<file path="src/rtl/pl_pkg.sv">
// Shared types and constants for the program loader.
// Optional trailing checksum byte: define PROG_LOADER_CHECKSUM_EN.
package pl_pkg;

  localparam int W_DEF      = 16;
  localparam int ADDR_W_DEF = 10;

  // Header is big-endian: the count high byte arrives first.
  localparam int HDR_HI_IDX = 0;
  localparam int HDR_LO_IDX = 1;
  localparam int HDR_BYTES  = 2;

  typedef enum logic [2:0] {
    IDLE,
    CNT_HI,
    CNT_LO,
    DATA_HI,
    DATA_LO,
`ifdef PROG_LOADER_CHECKSUM_EN
    CHK,
`endif
    DONE,
    ERR
  } pl_state_t;

endpackage

</file>
<file path="src/rtl/pl_word_asm.sv">
// Pairs program bytes into words and drives the imem write port.
// The write strobe is registered here and suppressed while rst is high.
module pl_word_asm
  import pl_pkg::*;
#(
  parameter int W      = W_DEF,
  parameter int ADDR_W = ADDR_W_DEF
) (
  input  logic              clk,
  input  logic              rst,
  input  logic              hi_we,
  input  logic              lo_we,
  input  logic [7:0]        byte_in,
  input  logic [ADDR_W-1:0] addr_in,
  output logic              imem_we,
  output logic [ADDR_W-1:0] imem_addr,
  output logic [W-1:0]      imem_wdata
);

  logic [7:0] hi_q;
  logic       we_q;

  always_ff @(posedge clk) begin
    if (rst) begin
      hi_q       <= '0;
      we_q       <= 1'b0;
      imem_addr  <= '0;
      imem_wdata <= '0;
    end else begin
      we_q <= lo_we;
      if (hi_we) hi_q <= byte_in;
      if (lo_we) begin
        imem_addr  <= addr_in;
        imem_wdata <= W'({hi_q, byte_in});
      end
    end
  end

  // A reset landing on the strobe cycle cancels the pending write.
  assign imem_we = we_q & ~rst;

endmodule

</file>
<file path="src/rtl/prog_loader.sv">
// Byte-stream program loader that fills imem and holds the CPU in reset.
// Optional trailing checksum byte: define PROG_LOADER_CHECKSUM_EN.
module prog_loader
  import pl_pkg::*;
#(
  parameter int W      = W_DEF,
  parameter int ADDR_W = ADDR_W_DEF
) (
  input  logic              clk,
  input  logic              rst,
  input  logic              load_start,
  input  logic [7:0]        byte_in,
  input  logic              byte_valid,
  output logic              byte_ready,
  output logic              imem_we,
  output logic [ADDR_W-1:0] imem_addr,
  output logic [W-1:0]      imem_wdata,
  output logic              cpu_rst,
  output logic              done,
  output logic              error
);

  pl_state_t         state, state_n;
  logic [15:0]       count;
  logic [15:0]       cnt_full;
  logic [ADDR_W-1:0] idx;
  logic              xfer;
  logic              last;
  logic              start;
  logic              hi_we;
  logic              lo_we;
`ifdef PROG_LOADER_CHECKSUM_EN
  logic [7:0]        csum;
`endif

  assign xfer     = byte_valid & byte_ready;
  assign cnt_full = {count[15:8], byte_in};
  assign last     = 17'(idx) == (17'(count) - 17'd1);
  assign hi_we    = xfer & (state == DATA_HI);
  assign lo_we    = xfer & (state == DATA_LO);

  always_comb begin
    state_n    = state;
    byte_ready = 1'b0;
    start      = 1'b0;
    unique case (state)
      IDLE, DONE, ERR: begin
        if (load_start) begin
          state_n = CNT_HI;
          start   = 1'b1;
        end
      end
      CNT_HI: begin
        byte_ready = 1'b1;
        if (xfer) state_n = CNT_LO;
      end
      CNT_LO: begin
        byte_ready = 1'b1;
        if (xfer) begin
          if (cnt_full == 16'd0)
            state_n = DONE;
          else if (17'(cnt_full) > (17'd1 << ADDR_W))
            state_n = ERR;
          else
            state_n = DATA_HI;
        end
      end
      DATA_HI: begin
        byte_ready = 1'b1;
        if (xfer) state_n = DATA_LO;
      end
      DATA_LO: begin
        byte_ready = 1'b1;
        if (xfer) begin
`ifdef PROG_LOADER_CHECKSUM_EN
          state_n = last ? CHK : DATA_HI;
`else
          state_n = last ? DONE : DATA_HI;
`endif
        end
      end
`ifdef PROG_LOADER_CHECKSUM_EN
      CHK: begin
        byte_ready = 1'b1;
        if (xfer) state_n = (byte_in == csum) ? DONE : ERR;
      end
`endif
      default: state_n = IDLE;
    endcase
  end

  always_ff @(posedge clk) begin
    if (rst) begin
      state <= IDLE;
      count <= '0;
      idx   <= '0;
`ifdef PROG_LOADER_CHECKSUM_EN
      csum  <= '0;
`endif
    end else begin
      state <= state_n;
      if (start) begin
        count <= '0;
        idx   <= '0;
`ifdef PROG_LOADER_CHECKSUM_EN
        csum  <= '0;
`endif
      end
      if (xfer && state == CNT_HI) count[15:8] <= byte_in;
      if (xfer && state == CNT_LO) count[7:0]  <= byte_in;
      if (lo_we && !last) idx <= idx + 1'b1;
`ifdef PROG_LOADER_CHECKSUM_EN
      if (xfer && state != CHK) csum <= csum ^ byte_in;
`endif
    end
  end

  assign cpu_rst = (state != DONE);
  assign done    = (state == DONE);
  assign error   = (state == ERR);

  pl_word_asm #(
    .W      (W),
    .ADDR_W (ADDR_W)
  ) u_asm (
    .clk        (clk),
    .rst        (rst),
    .hi_we      (hi_we),
    .lo_we      (lo_we),
    .byte_in    (byte_in),
    .addr_in    (idx),
    .imem_we    (imem_we),
    .imem_addr  (imem_addr),
    .imem_wdata (imem_wdata)
  );

endmodule

</file>
<file path="config.mk">
export PLATFORM = sky130hd
export DESIGN_NAME = prog_loader
export DESIGN_NICKNAME = d
export VERILOG_FILES = /design/src/rtl/pl_pkg.sv /design/src/rtl/pl_word_asm.sv /design/src/rtl/prog_loader.sv
export SDC_FILE = /design/constraint.sdc
export NUM_CORES = 1
export LEC_CHECK = 0
export CAP_MARGIN = 20
export CORE_MARGIN = 1
export CORE_UTILIZATION = 49
export CTS_BUF_LIST = sky130_fd_sc_hd__clkbuf_8 sky130_fd_sc_hd__clkbuf_16
export CTS_CLUSTER_DIAMETER = 100
export DETAILED_ROUTE_END_ITERATION = 6
export GPL_TIMING_DRIVEN = 1
export PLACE_DENSITY = 0.75
export RECOVER_POWER = 50
export SKIP_LAST_GASP = 1
export SYNTH_ARGS = -nofsm -noshare
export SYNTH_HDL_FRONTEND = slang
export SYNTH_HIERARCHICAL = 1
export SYNTH_SLANG_ARGS = --single-unit
</file>
<file path="constraint.sdc">
create_clock -name clk -period 3.1 [get_ports clk]
set_input_delay 0.93 -clock clk [delete_from_list [all_inputs] [get_ports clk]]
set_output_delay 0.93 -clock clk [all_outputs]
set_load 0.02 [all_outputs]
</file>
# [Yosys cells after proc, flatten, opt, wreduce, memory -nomap -nowiden]
# Cells that the tools add are included.
[totals] in_bits=12 elab_cells=58 register_bits=64 out_inout_bits=31
[classes] n_eq_ne=13 mux=17 order_cmp=1 n_addsub=2 bitwise=5 n_reduce_logical=12
[op_table] cell="2-to-1 mux 3 bit" count=8
[op_table] cell="2-to-1 mux 10 bit" count=2
[op_table] cell="== test 10 x 17 -> 1 bit" count=1
[op_table] cell="subtractor 16 x 1 -> 17 bit, second input constant" count=1
[op_table] cell="> comparator 16 x 11 -> 1 bit, second input constant" count=1
[op_table] cell="logical NOT 16 bit" count=1
[op_table] cell="2-to-1 mux 16 bit" count=1
[op_table] cell="2-to-1 mux 8 bit" count=2
[op_table] cell="one-hot mux 3 bit (5 select lines)" count=1
[op_table] cell="adder 10 x 1 -> 10 bit, second input constant" count=1
[op_table] cell="!= test 2 bit, second input constant" count=5
[op_table] cell="== test 3 bit, second input constant" count=3
[op_table] cell="== test 3 x 2 -> 1 bit, second input constant" count=2
[op_table] cell="nonzero test 2 bit" count=3
[op_table] cell="AND reduction 5 bit" count=1
[op_table] cell="AND 1 bit" count=4
[op_table] cell="OR reduction 4 bit" count=1
[op_table] cell="== test 3 x 1 -> 1 bit, second input constant" count=1
[op_table] cell="logical AND 1 bit" count=3
[op_table] cell="logical NOT 3 bit" count=1
[op_table] cell="2-to-1 mux 1 bit" count=3
[op_table] cell="!= test 3 bit, second input constant" count=1
[op_table] cell="OR reduction 3 bit" count=1
[op_table] cell="logical NOT 1 bit" count=1
[op_table] cell="inverter 1 bit" count=1

# [Longest topological paths before layout]
# Gate-level depths: netlist of run 1.
[logic_depth] depth_word=7 depth_mapped=11 ltp_nobuf=9

# [By module]
# Netlist of run 1, hierarchy kept.
[modules_own_cells] module="prog_loader" area_each_um2=1908.1 instances=1 cells_each=256
[modules_own_cells] module="pl_word_asm" area_each_um2=1260.0 instances=1 cells_each=113

# [Worst setup path after synthesis of run 1]
# No wires, ideal clock.
[synth_path] kind="reg2reg" startpoint="register count[0]" endpoint="register idx[0]" stages_incl_launch_ff=12 slack_ns=-0.079 t_arrival_ns=3.119 setup_time_ns=0.059 required_time_ns=3.041 n_path_buf=2 period_less_slack_ns=3.179 path_cell_list="dfxtp_1 -> inv_1 -> ha_1 -> or4b_1 -> buf_2 -> or4b_1 -> and3_1 -> o31a_1 -> or4_1 -> buf_2 -> a21oi_4 -> mux2_2"
[synth_between] elab_chain_cells=5 word_cells_on_any_way=6 classes_between="add/sub: 1; eq/ne: 1; mux: 1; reduce/logical: 3"
[synth_lines] item="from (decl)" line_no="prog_loader.sv:24" source="logic [15:0] count;"
[synth_lines] item="from (signal assigned)" line_no="prog_loader.sv:110" source="if (xfer && state == CNT_LO) count[7:0] <= byte_in;"
[synth_lines] item="subtractor 16 x 1 -> 17 bit *" line_no="prog_loader.sv:38" source="assign last = 17'(idx) == (17'(count) - 17'd1);"
[synth_lines] item="== test 10 x 17 -> 1 bit *" line_no="prog_loader.sv:38"
[synth_lines] item="logical NOT 1 bit *" line_no="prog_loader.sv:111" source="if (lo_we && !last) idx <= idx + 1'b1;"
[synth_lines] item="logical AND 1 bit *" line_no="prog_loader.sv:111"
[synth_lines] item="2-to-1 mux 10 bit / nonzero test 2 bit (equally long branches)"
[synth_lines] item="to (signal assigned)" line_no="prog_loader.sv:111"
[synth_lines] item="to (decl)" line_no="prog_loader.sv:26" source="logic [ADDR_W-1:0] idx;"
# Every way passes the cells marked *; elsewhere a longest branch is shown, timed or not.
# A chain may end at the register's enable or synchronous reset.

# [Worst setup path after layout of run 1]
[layout_path] startpoint="register count[1]" endpoint="register idx[1]"
# Same word-level chain as after synthesis.

==> results of run 1 <==
## flip-flops by register name (all words and copies together), names as in the netlist
| name | cells |
|---|---|
| count | 16 |
| state | 3 |
| u_asm/hi_q | 8 |
| idx | 10 |
| u_asm/we_q | 1 |
| u_asm/imem_wdata | 16 |
| u_asm/imem_addr | 10 |
## where the power goes
part	switching, mW	internal, mW	leakage, nW
clock network	0.351	0.396	0.0989
logic	0.331	0.262	0.858
registers	0.0644	0.862	0.517
## path summary, 6_finish.rpt
| kind | from | to | cells past startpoint |
|---|---|---|---|
| worst min register to register | u_asm/imem_addr[6] | u_asm/imem_addr[6] | 2 |
| worst min-delay path | u_asm/imem_addr[6] | u_asm/imem_addr[6] | 2 |
| worst max register to register | count[1] | idx[1] | 10 |
| worst max-delay path | count[1] | idx[1] | 10 |
## metal layers
metal / GRT usage, % / vias up / share of wire, % / wire length (um)
met4: 7.37 / 0 / 1.4 / 113
met5: 0 / - / 0 / 0
li1: - / 1415 / - / -
met2: 39.5 / 72 / 49 / 3800
met1: 31.3 / 1321 / 45 / 3520
met3: 6.37 / 12 / 5.0 / 389
## worst register-to-register path, stage by stage (launching register included)
cell and delay [ns]:
dfxtp_2 0.34, inv_2 0.07, ha_4 0.13, or4b_4 0.49
or4b_1 0.47, and3_1 0.18, o31a_1 0.29, or4_4 0.60
buf_6 0.16, a21oi_1 0.14, a41o_1 0.11
## cells by family (layout without fill, tap and decap cells)
family,Yosys count,in the layout,synth area share [%]
fa+ha+maj,2,2,0.790
flops,64,64,40.4
mux,36,36,11.5
buf+inv,32,89,5.41
compound gates,55,56,12.3
simple gates,168,168,26.3
xor+xnor,12,12,3.32
## cell type report
type	count	area [um2]	share of cell area, %
inverters	7	26.3	0.662
multi-input cells	274	1760	44.4
well taps	75	93.8	2.37
flip-flops and latches	64	1280	32.3
clock buffers	10	138	3.47
repair buffers	66	596	15.0
clock inverters	6	67.6	1.70
## cells in the mapped netlist (6+ instances only)
cell and count:
dfxtp_1 64, nor2_1 55, mux2i_1 34, nand2_1 31
nand3_1 24, a21oi_1 20, clkbuf_1 12, nor3_1 11
nor2b_1 9, xnor2_1 8, inv_1 7, buf_2 6
## repair_timing
| item | in CTS | in global routing |
|---|---|---|
| pin swaps | 1 | 9 |
| setup buffers | 0 | 6 |
| cloned | 1 | 0 |
| endpoints found under the setup margin | 10 | 11 |
| gates resized for setup | 2 | 8 |
==> impl_metrics.py, run 1 <==
metrics = {
    "pwr": {
        "total_power_mw": 2.27,
        "power_density_nw_per_um2": 571,
        "ir_drop_uv": 406,
        "leakage_nw": 1.47,
    },
    "global_route": {
        "grt_pass1_wl_um": 12100,
        "grt_overflow": 0,
        "grt_antenna_before_repair": 0,
        "track_usage_pct": 24.3,
        "grt_pass1_vias": 2388,
        "grt_max_degree": 54,
    },
    "route": {
        "finalWirelength_um": 7830,
        "postRouteAntennaNets": 0,
        "viasPerCell": 5.62,
        "drc_errors": 0,
        "dr.pass1.iters": 4,
        "vias": 2820,
        "drt_iter0_drc": 203,
        "routedWlPerCell_um": 15.6,
    },
    "sta": {
        "clock.fmax_ghz": 0.330,
        "drv_slew": 0,
        "clock_skew_ns": 0.00687,
        "fin_ws_ns": 0.0723,
        "final.setup.tns_ns": 0,
        "slew_headroom_pct": 25.2,
        "fin_hold_ws_ns": 0.488,
        "finalCritPeriodShare_pct": 97.7,
        "rsz0062_at_grt": "true",
        "setup-violations-final": 0,
        "min_period_ns": 3.03,
        "tightest_slew_ns": 1.12,
        "final_hold_viol_count": 0,
    },
    "synth": {
        "yosysWarnings": 6,
        "netlist_area_um2": 3170,
        "synth_ff_type": "dfxtp_1",
        "synthCells": 369,
        "synth_top_area_share_pct": 40.4,
        "synth_edf_count": 0,
        "synth_area_per_cell_um2": 8.59,
        "netlist_top_cells_area": "dfxtp_1 (40%), mux2i_1 (11%), nor2_1 (6.5%), nand3_1 (3.8%), nand2_1 (3.7%)",
        "synth_nets": 383,
        "seq_area_frac_synth_pct": 40.4,
        "yosysUniqueCellTypes": 52,
        "async_reset_ff_share_pct": 0,
        "synth_area_leader_cell": "dfxtp_1",
        "ys_seq_elements": 64,
    },
    "die": {
        "fp.dieW_um": 82.4,
        "core-area_um2": 6060,
        "die-height_um": 82.4,
        "fp.dieArea_um2": 6790,
        "rows": 28,
        "initial_core_util_pct": 52.3,
        "io_pins": 43,
    },
    "critical_path": {
        "cp_max_fo": 5,
        "path_cells": "inv_2 -> ha_4 -> or4b_4 -> or4b_1 -> and3_1 -> o31a_1 -> or4_4 -> buf_6 -> a21oi_1 -> a41o_1",
        "worstSetupStartpointType": "flip-flop",
        "cp.arrival_ns": 3.32,
        "slowest_delay_ns": 0.60,
        "critical-path-slowest-cell": "or4_4",
        "end_kind": "flip-flop",
        "critPathTopFamily": "simple AND/OR/NAND/NOR gates",
        "critPathRequiredTime_ns": 3.39,
        "r2r_setup_slack_ns": 0.07,
        "criticalPathCategory": "flip-flop to flip-flop",
        "crit_buf_inv": 2,
    },
    "clocking": {
        "clock_sinks": 64,
        "htree_levels": 3,
        "clock_latency_ns": 0.34,
        "cts-root-buf": "clkbuf_8",
        "clkTransAtPathRegs_ns": 0.08,
        "tritoncts": "yes",
        "cts_buffer_depth": 2,
        "hold_buffers": 0,
        "cts_buffers": 9,
    },
    "worst_hold_path": {
        "holdCritPathClass": "flip-flop to flip-flop",
    },
    "place": {
        "hpwl_um": 5430,
        "dp.cells": 479,
        "dpl_cell_area_um2": 3680,
        "place.gp.congestion": 0.837,
        "numPortBuffers": 42,
        "dp_slack_ns": -0.00263,
    },
    "finish": {
        "syn_to_final_growth_pct": 25.2,
        "final_cells": 502,
        "final_common_cell": "dfxtp_1",
        "drive_gt1_share_pct": 13.6,
        "final_area_um2": 3970,
        "final_cell_mix": "dfxtp_1 (63), nor2_1 (54), mux2i_1 (34), nand2_1 (31), clkdlybuf4s50_1 (29)",
        "final_nets": 436,
        "fill_cells": 504,
        "antenna_cells": 0,
        "utilization_pct": 65.4,
    },
    "status": {
        "status": "finished, final reports clean",
    },
    "run": {
        "cap_violations": 0,
    },
}
Power figures use the tool's default switching activity.
==> run 2, diff against run 1 <==
--- a/config.mk
+++ b/config.mk
@@ -7,7 +7,7 @@
 export LEC_CHECK = 0
+export ABC_AREA = 1
 export CAP_MARGIN = 20
 export CORE_MARGIN = 1
-export CORE_UTILIZATION = 49
+export CORE_UTILIZATION = 50
 export CTS_BUF_LIST = sky130_fd_sc_hd__clkbuf_8 sky130_fd_sc_hd__clkbuf_16
-export CTS_CLUSTER_DIAMETER = 100
 export DETAILED_ROUTE_END_ITERATION = 6
==> constraint.sdc (replaced) <==
create_clock -name clk -period 3.1 [get_ports clk]
set_input_delay 0.31 -clock clk [delete_from_list [all_inputs] [get_ports clk]]
set_output_delay 0.31 -clock clk [all_outputs]
set_load 0.02 [all_outputs]
==> run 2 against run 1 <==
  * Largest cell class unchanged
  * Register-to-register slack improved by 0.88 ns
  * Worst hold slack got worse by 0.021 ns
  * Sequential share of layout area fell by 3.1 points
  * Via count increased by 31%
  * Sequential power barely moved
==> impl_metrics.py, run 2 <==
metrics = {
    "worst_hold_path": {
        "min_path_cells": 2,
        "min_from": "u_asm/imem_addr[1]",
        "whs_endpoint": "u_asm/imem_addr[1]",
        "holdCritPathClass": "flip-flop to flip-flop",
    },
    "critical_path": {
        "worstSetupStartpointType": "flip-flop",
        "cp_max_fo": 8,
        "crit_buf_inv": 3,
        "path_cells": "inv_1 -> nor2_1 -> nor2_1 -> inv_1 -> clkdlybuf4s50_1",
        "r2r_setup_slack_ns": 0.95,
        "criticalPathCategory": "flip-flop to output pin",
        "r2r_start": "count[0]",
        "reg2reg_depth": 14,
        "critPathTopFamily": "buffers and inverters",
        "cp.arrival_ns": 1.97,
        "critical-path-slowest-cell": "clkdlybuf4s50_1",
        "slowest_delay_ns": 0.59,
        "critPathRequiredTime_ns": 2.79,
        "end_kind": "output pin",
        "r2r_end": "idx[6]",
    },
    "pwr": {
        "leakage_nw": 2.02,
        "power_density_nw_per_um2": 588,
        "ir_drop_uv": 350,
    },
    "global_route": {
        "grt_max_degree": 65,
        "grt_pass1_wl_um": 14800,
        "track_usage_pct": 24.5,
        "grt_pass1_vias": 3267,
        "grt_antenna_before_repair": 0,
        "grt_overflow": 0,
    },
    "synth": {
        "netlist_top_cells_area": "dfxtp_1 (34%), nand2_1 (17%), nor2_1 (12%), inv_1 (9.9%), nand3_1 (4.8%)",
        "synth_area_leader_cell": "dfxtp_1",
        "synth_ff_type": "dfxtp_1",
        "synth_area_per_cell_um2": 6.25,
        "synth_edf_count": 0,
        "seq_area_frac_synth_pct": 34.0,
        "netlist_area_um2": 3770,
        "synth_top_area_share_pct": 34.0,
        "ys_seq_elements": 64,
        "synth_nets": 617,
        "synth.most_common_cell": "nand2_1",
        "yosysUniqueCellTypes": 34,
        "synth.cells.most_frequent": "nand2_1 (170), nor2_1 (118), inv_1 (99), dfxtp_1 (64), nand3_1 (36)",
        "yosysWarnings": 6,
        "synthCells": 603,
        "async_reset_ff_share_pct": 0,
    },
    "sta": {
        "finalCritPeriodShare_pct": 73.6,
        "drv_slew": 0,
        "clock_skew_ns": 0.00699,
        "fin_ws_ns": 0.817,
        "slew_headroom_pct": 37.5,
        "setup-violations-final": 0,
        "final.setup.tns_ns": 0,
        "min_period_ns": 2.28,
        "rsz0062_at_grt": "false",
        "final_hold_viol_count": 0,
        "clock.fmax_ghz": 0.438,
        "tightest_slew_ns": 0.937,
    },
    "route": {
        "dr.pass1.iters": 7,
        "routedWlPerCell_um": 11.8,
        "drc_errors": 0,
        "viasPerCell": 4.98,
        "drt_iter0_drc": 280,
        "vias": 3708,
        "postRouteAntennaNets": 0,
        "finalWirelength_um": 8770,
    },
    "die": {
        "initial_core_util_pct": 52.0,
        "io_pins": 43,
        "rows": 31,
        "core-area_um2": 7250,
        "fp.dieArea_um2": 7890,
        "die-height_um": 88.8,
        "fp.dieW_um": 88.8,
    },
    "finish": {
        "final_area_um2": 4380,
        "top_regs": "count (16), u_asm/imem_wdata (16)",
        "drive_gt1_share_pct": 7.75,
        "antenna_cells": 0,
        "final_cells": 744,
        "syn_to_final_growth_pct": 16.1,
        "final_cell_mix": "nand2_1 (170), nor2_1 (118), inv_1 (102), dfxtp_1 (64), nand3_1 (36)",
        "fill_cells": 729,
        "final_nets": 654,
        "final_common_cell": "nand2_1",
    },
    "place": {
        "numPortBuffers": 42,
        "dp.cells": 728,
        "place.gp.congestion": 0.908,
        "dp_slack_ns": 0.982,
        "dpl_cell_area_um2": 4190,
        "hpwl_um": 6520,
    },
    "clocking": {
        "htree_levels": 3,
        "hold_buffers": 0,
        "cts.repair.resized": 0,
        "clock_latency_ns": 0.34,
        "clock_sinks": 64,
        "postCtsSetupRepairBufs": 0,
        "cts_buffers": 9,
        "cts_buffer_depth": 2,
        "tritoncts": "yes",
        "cts-root-buf": "clkbuf_8",
        "clkTransAtPathRegs_ns": 0.07,
    },
    "status": {
        "status": "finished, final reports clean",
    },
    "run": {
        "cap_violations": 0,
    },
}
-- run 2: worst max path at each step --
stage / start / to / slack, ns / cells past startpoint
finish: state[2] / byte_ready / 0.82 / 5
global route: state[2] / byte_ready / 0.70 / 5
CTS: state[2] / byte_ready / 0.81 / 5
detailed placement: byte_valid / idx[6] / 0.98 / 7
global placement: byte_valid / u_asm/imem_wdata[12] / 1.00 / 7
floorplan: count[0] / idx[9] / 1.19 / 14
-- run 2: cells by family after synthesis --
group / share of synthesized area (%)
AO/OA/AOI/OAI: 5.38
XOR/XNOR: 1.86
adder cells (fa/ha/maj): 0.664
buffers and inverters: 14.3
flip-flops: 34.0
AND/OR/NAND/NOR: 43.8
-- run 2: stage by stage --
| step | hold WS [ns] | utilization [%] | total power, mW |
|---|---|---|---|
| 6_report | 0.466 | 60.4 | 2.57 |
| 5_1_grt | 0.497 | 60.4 | 2.78 |
| 4_1_cts | 0.474 | 60.4 | 2.59 |
| 3_5_place_dp | 0.463 | 57.8 | 1.90 |
| 3_3_place_gp | 0.456 | 57.8 | 1.89 |
| 2_1_floorplan | 0.381 | - | 1.68 |
-- run 2: worst min-delay path, stage by stage, from the launching register on --
cell,delay (ns)
dfxtp_1,0.31
nor2_1,0.08
nor2_1,0.05
-- run 2: area by class of cell --
cell class	instances	area, um2	share of cell area (%)
Timing Repair Buffer	45	443	10.1
Multi-Input combinational cell	419	1960	44.8
Sequential cell	64	1280	29.3
Tap cell	99	124	2.83
Clock buffer	9	124	2.83
Inverter	101	379	8.66
Clock inverter	7	65.1	1.49
-- run 2: routing by layer --
layer  track usage, %  vias up  share of wire [%]
met4             11.4        0                3.5
met2             39.0      110                 45
met3             5.41       25                4.9
met1             31.6     1664                 46
li1                 -     1909                  -
met5                0        -                  0
-- run 2: where the power goes --
| part | switching, mW | internal [mW] |
|---|---|---|
| Sequential | 0.0512 | 0.876 |
| Clock | 0.323 | 0.365 |
| Combinational | 0.626 | 0.334 |
==> run 3, diff against run 2 <==
PLACE_DENSITY = 0.72   (was 0.75)
clock period = 2.3 ns   (was 3.1 ns; I/O delays follow)
==> run 3 against run 2 <==
  * Sequential share of layout area fell by 0.45 points
  * Final area rose by 1.6%
  * Clock power rose by 64%
  * Via count rose by 1.0%
  * Clock skew barely moved
  * Critical path depth did not move
  * Utilization rose by 0.95 points
  * Non-clock buffer count rose by 4
  * Wire length rose by 6.1%
  * Largest cell class unchanged
  * Largest power group unchanged
==> impl_metrics.py, run 3 (same netlist as run 2, synthesis figures left out) <==
metrics = {
    "route": {
        "drc_errors": 0,
        "drt_iter0_drc": 267,
        "routedWlPerCell_um": 12.4,
        "dr.pass1.iters": 5,
        "finalWirelength_um": 9310,
        "viasPerCell": 5.01,
        "vias": 3746,
        "postRouteAntennaNets": 0,
    },
    "critical_path": {
        "end_kind": "output pin",
        "crit_buf_inv": 3,
        "slowest_delay_ns": 0.59,
        "critPathTopFamily": "buffers and inverters",
        "path_cells": "inv_1 -> nor2_1 -> nor2_1 -> inv_1 -> clkdlybuf4s50_1",
        "criticalPathCategory": "flip-flop to output pin",
        "cp_max_fo": 8,
        "worstSetupStartpointType": "flip-flop",
        "critical-path-slowest-cell": "clkdlybuf4s50_1",
        "critPathRequiredTime_ns": 2.07,
        "cp.arrival_ns": 1.95,
    },
    "sta": {
        "drv_slew": 0,
        "min_period_ns": 2.18,
        "slew_headroom_pct": 49.5,
        "fin_ws_ns": 0.115,
        "clock.fmax_ghz": 0.458,
        "finalCritPeriodShare_pct": 95.0,
        "tightest_slew_ns": 0.758,
        "clock_skew_ns": 0.00725,
        "final.setup.tns_ns": 0,
        "rsz0062_at_grt": "false",
        "final_hold_viol_count": 0,
        "setup-violations-final": 0,
    },
    "clocking": {
        "htree_levels": 3,
        "postCtsSetupRepairBufs": 0,
        "cts_buffers": 9,
        "cts-root-buf": "clkbuf_8",
        "cts_buffer_depth": 2,
        "cts.repair.resized": 0,
        "clkTransAtPathRegs_ns": 0.08,
        "hold_buffers": 0,
        "clock_latency_ns": 0.35,
        "clock_sinks": 64,
        "tritoncts": "yes",
    },
    "global_route": {
        "grt_antenna_before_repair": 0,
        "track_usage_pct": 25.7,
        "grt_pass1_wl_um": 15400,
        "grt_pass1_vias": 3477,
        "grt_overflow": 0,
        "grt_max_degree": 57,
    },
    "die": {
        "io_pins": 43,
        "core-area_um2": 7250,
        "rows": 31,
        "die-height_um": 88.8,
        "fp.dieArea_um2": 7890,
        "initial_core_util_pct": 52.0,
        "fp.dieW_um": 88.8,
    },
    "pwr": {
        "power_density_nw_per_um2": 831,
        "total_power_mw": 3.70,
        "ir_drop_uv": 540,
        "leakage_nw": 2.03,
    },
    "finish": {
        "register_area_um2": 1280,
        "multi_input_area_um2": 1960,
        "syn_to_final_growth_pct": 18.0,
        "top_regs": "count (16), u_asm/imem_wdata (16)",
        "final_nets": 658,
        "fill_cells": 741,
        "final_cell_mix": "nand2_1 (170), nor2_1 (118), inv_1 (99), dfxtp_1 (64), nand3_1 (36)",
        "antenna_cells": 0,
        "drive_gt1_share_pct": 8.32,
        "final_common_cell": "nand2_1",
    },
    "place": {
        "hpwl_um": 6980,
        "numPortBuffers": 42,
        "dp_slack_ns": 0.306,
        "place.gp.congestion": 0.936,
    },
    "worst_hold_path": {
        "holdCritPathClass": "flip-flop to flip-flop",
    },
    "run": {
        "cap_violations": 0,
    },
    "status": {
        "status": "finished, final reports clean",
    },
}
==> run 3: per-stage QoR <==
step | area, um2 | instances | hold WS [ns] | utilization (%)
6_report | 4450 | 748 | 0.471 | 61.3
5_1_grt | 4450 | 748 | 0.487 | 61.3
4_1_cts | 4460 | 748 | 0.472 | 61.5
3_5_place_dp | 4230 | 732 | 0.462 | 58.3
3_3_place_gp | 4230 | 732 | 0.457 | 58.3
2_1_floorplan | 3770 | 603 | 0.301 | -
==> run 3: layer usage <==
layer  vias to the layer above  track usage [%]  wire, um
met5                         -                0         0
met4                         0             14.7       325
met3                        26             4.29       559
met2                       128             43.6      4400
met1                      1679             30.9      4020
li1                       1913                -         -
==> run 3: worst reg2reg max path, cell delays in order (launching register included) <==
cell	delay, ns
dfxtp_1	0.34
inv_1	0.09
ha_1	0.29
nand2_4	0.12
nor2_4	0.16
nand2_1	0.07
nand2_1	0.07
nand2_2	0.06
nor2_2	0.11
nand3_2	0.09
nor2_4	0.11
nand2_4	0.13
nand2_8	0.13
nand3_1	0.08
a21oi_1	0.16
==> run 3: path summary, 6_finish.rpt <==
check | startpoint | end | slack, ns | cells after the start
setup / recovery | state[2] | byte_ready | 0.12 | 5
hold / removal | u_asm/imem_wdata[13] | u_asm/imem_wdata[13] | 0.47 | 2
setup reg to reg | count[1] | idx[6] | 0.24 | 14
hold reg to reg | u_asm/imem_wdata[13] | u_asm/imem_wdata[13] | 0.47 | 2
==> run 3: layout make-up <==
type,instances,share of cell area [%]
Multi-Input combinational cell,419,44.0
Sequential cell,64,28.8
Timing Repair Buffer,49,10.7
Inverter,101,8.53
Clock buffer,10,3.10
Tap cell,99,2.79
Clock inverter,6,2.05
==> run 3: power breakdown <==
group | switching (mW) | leakage, nW | internal [mW]
Sequential | 0.0703 | 0.516 | 1.18
Combinational | 0.857 | 1.41 | 0.456
Clock | 0.489 | 0.105 | 0.643
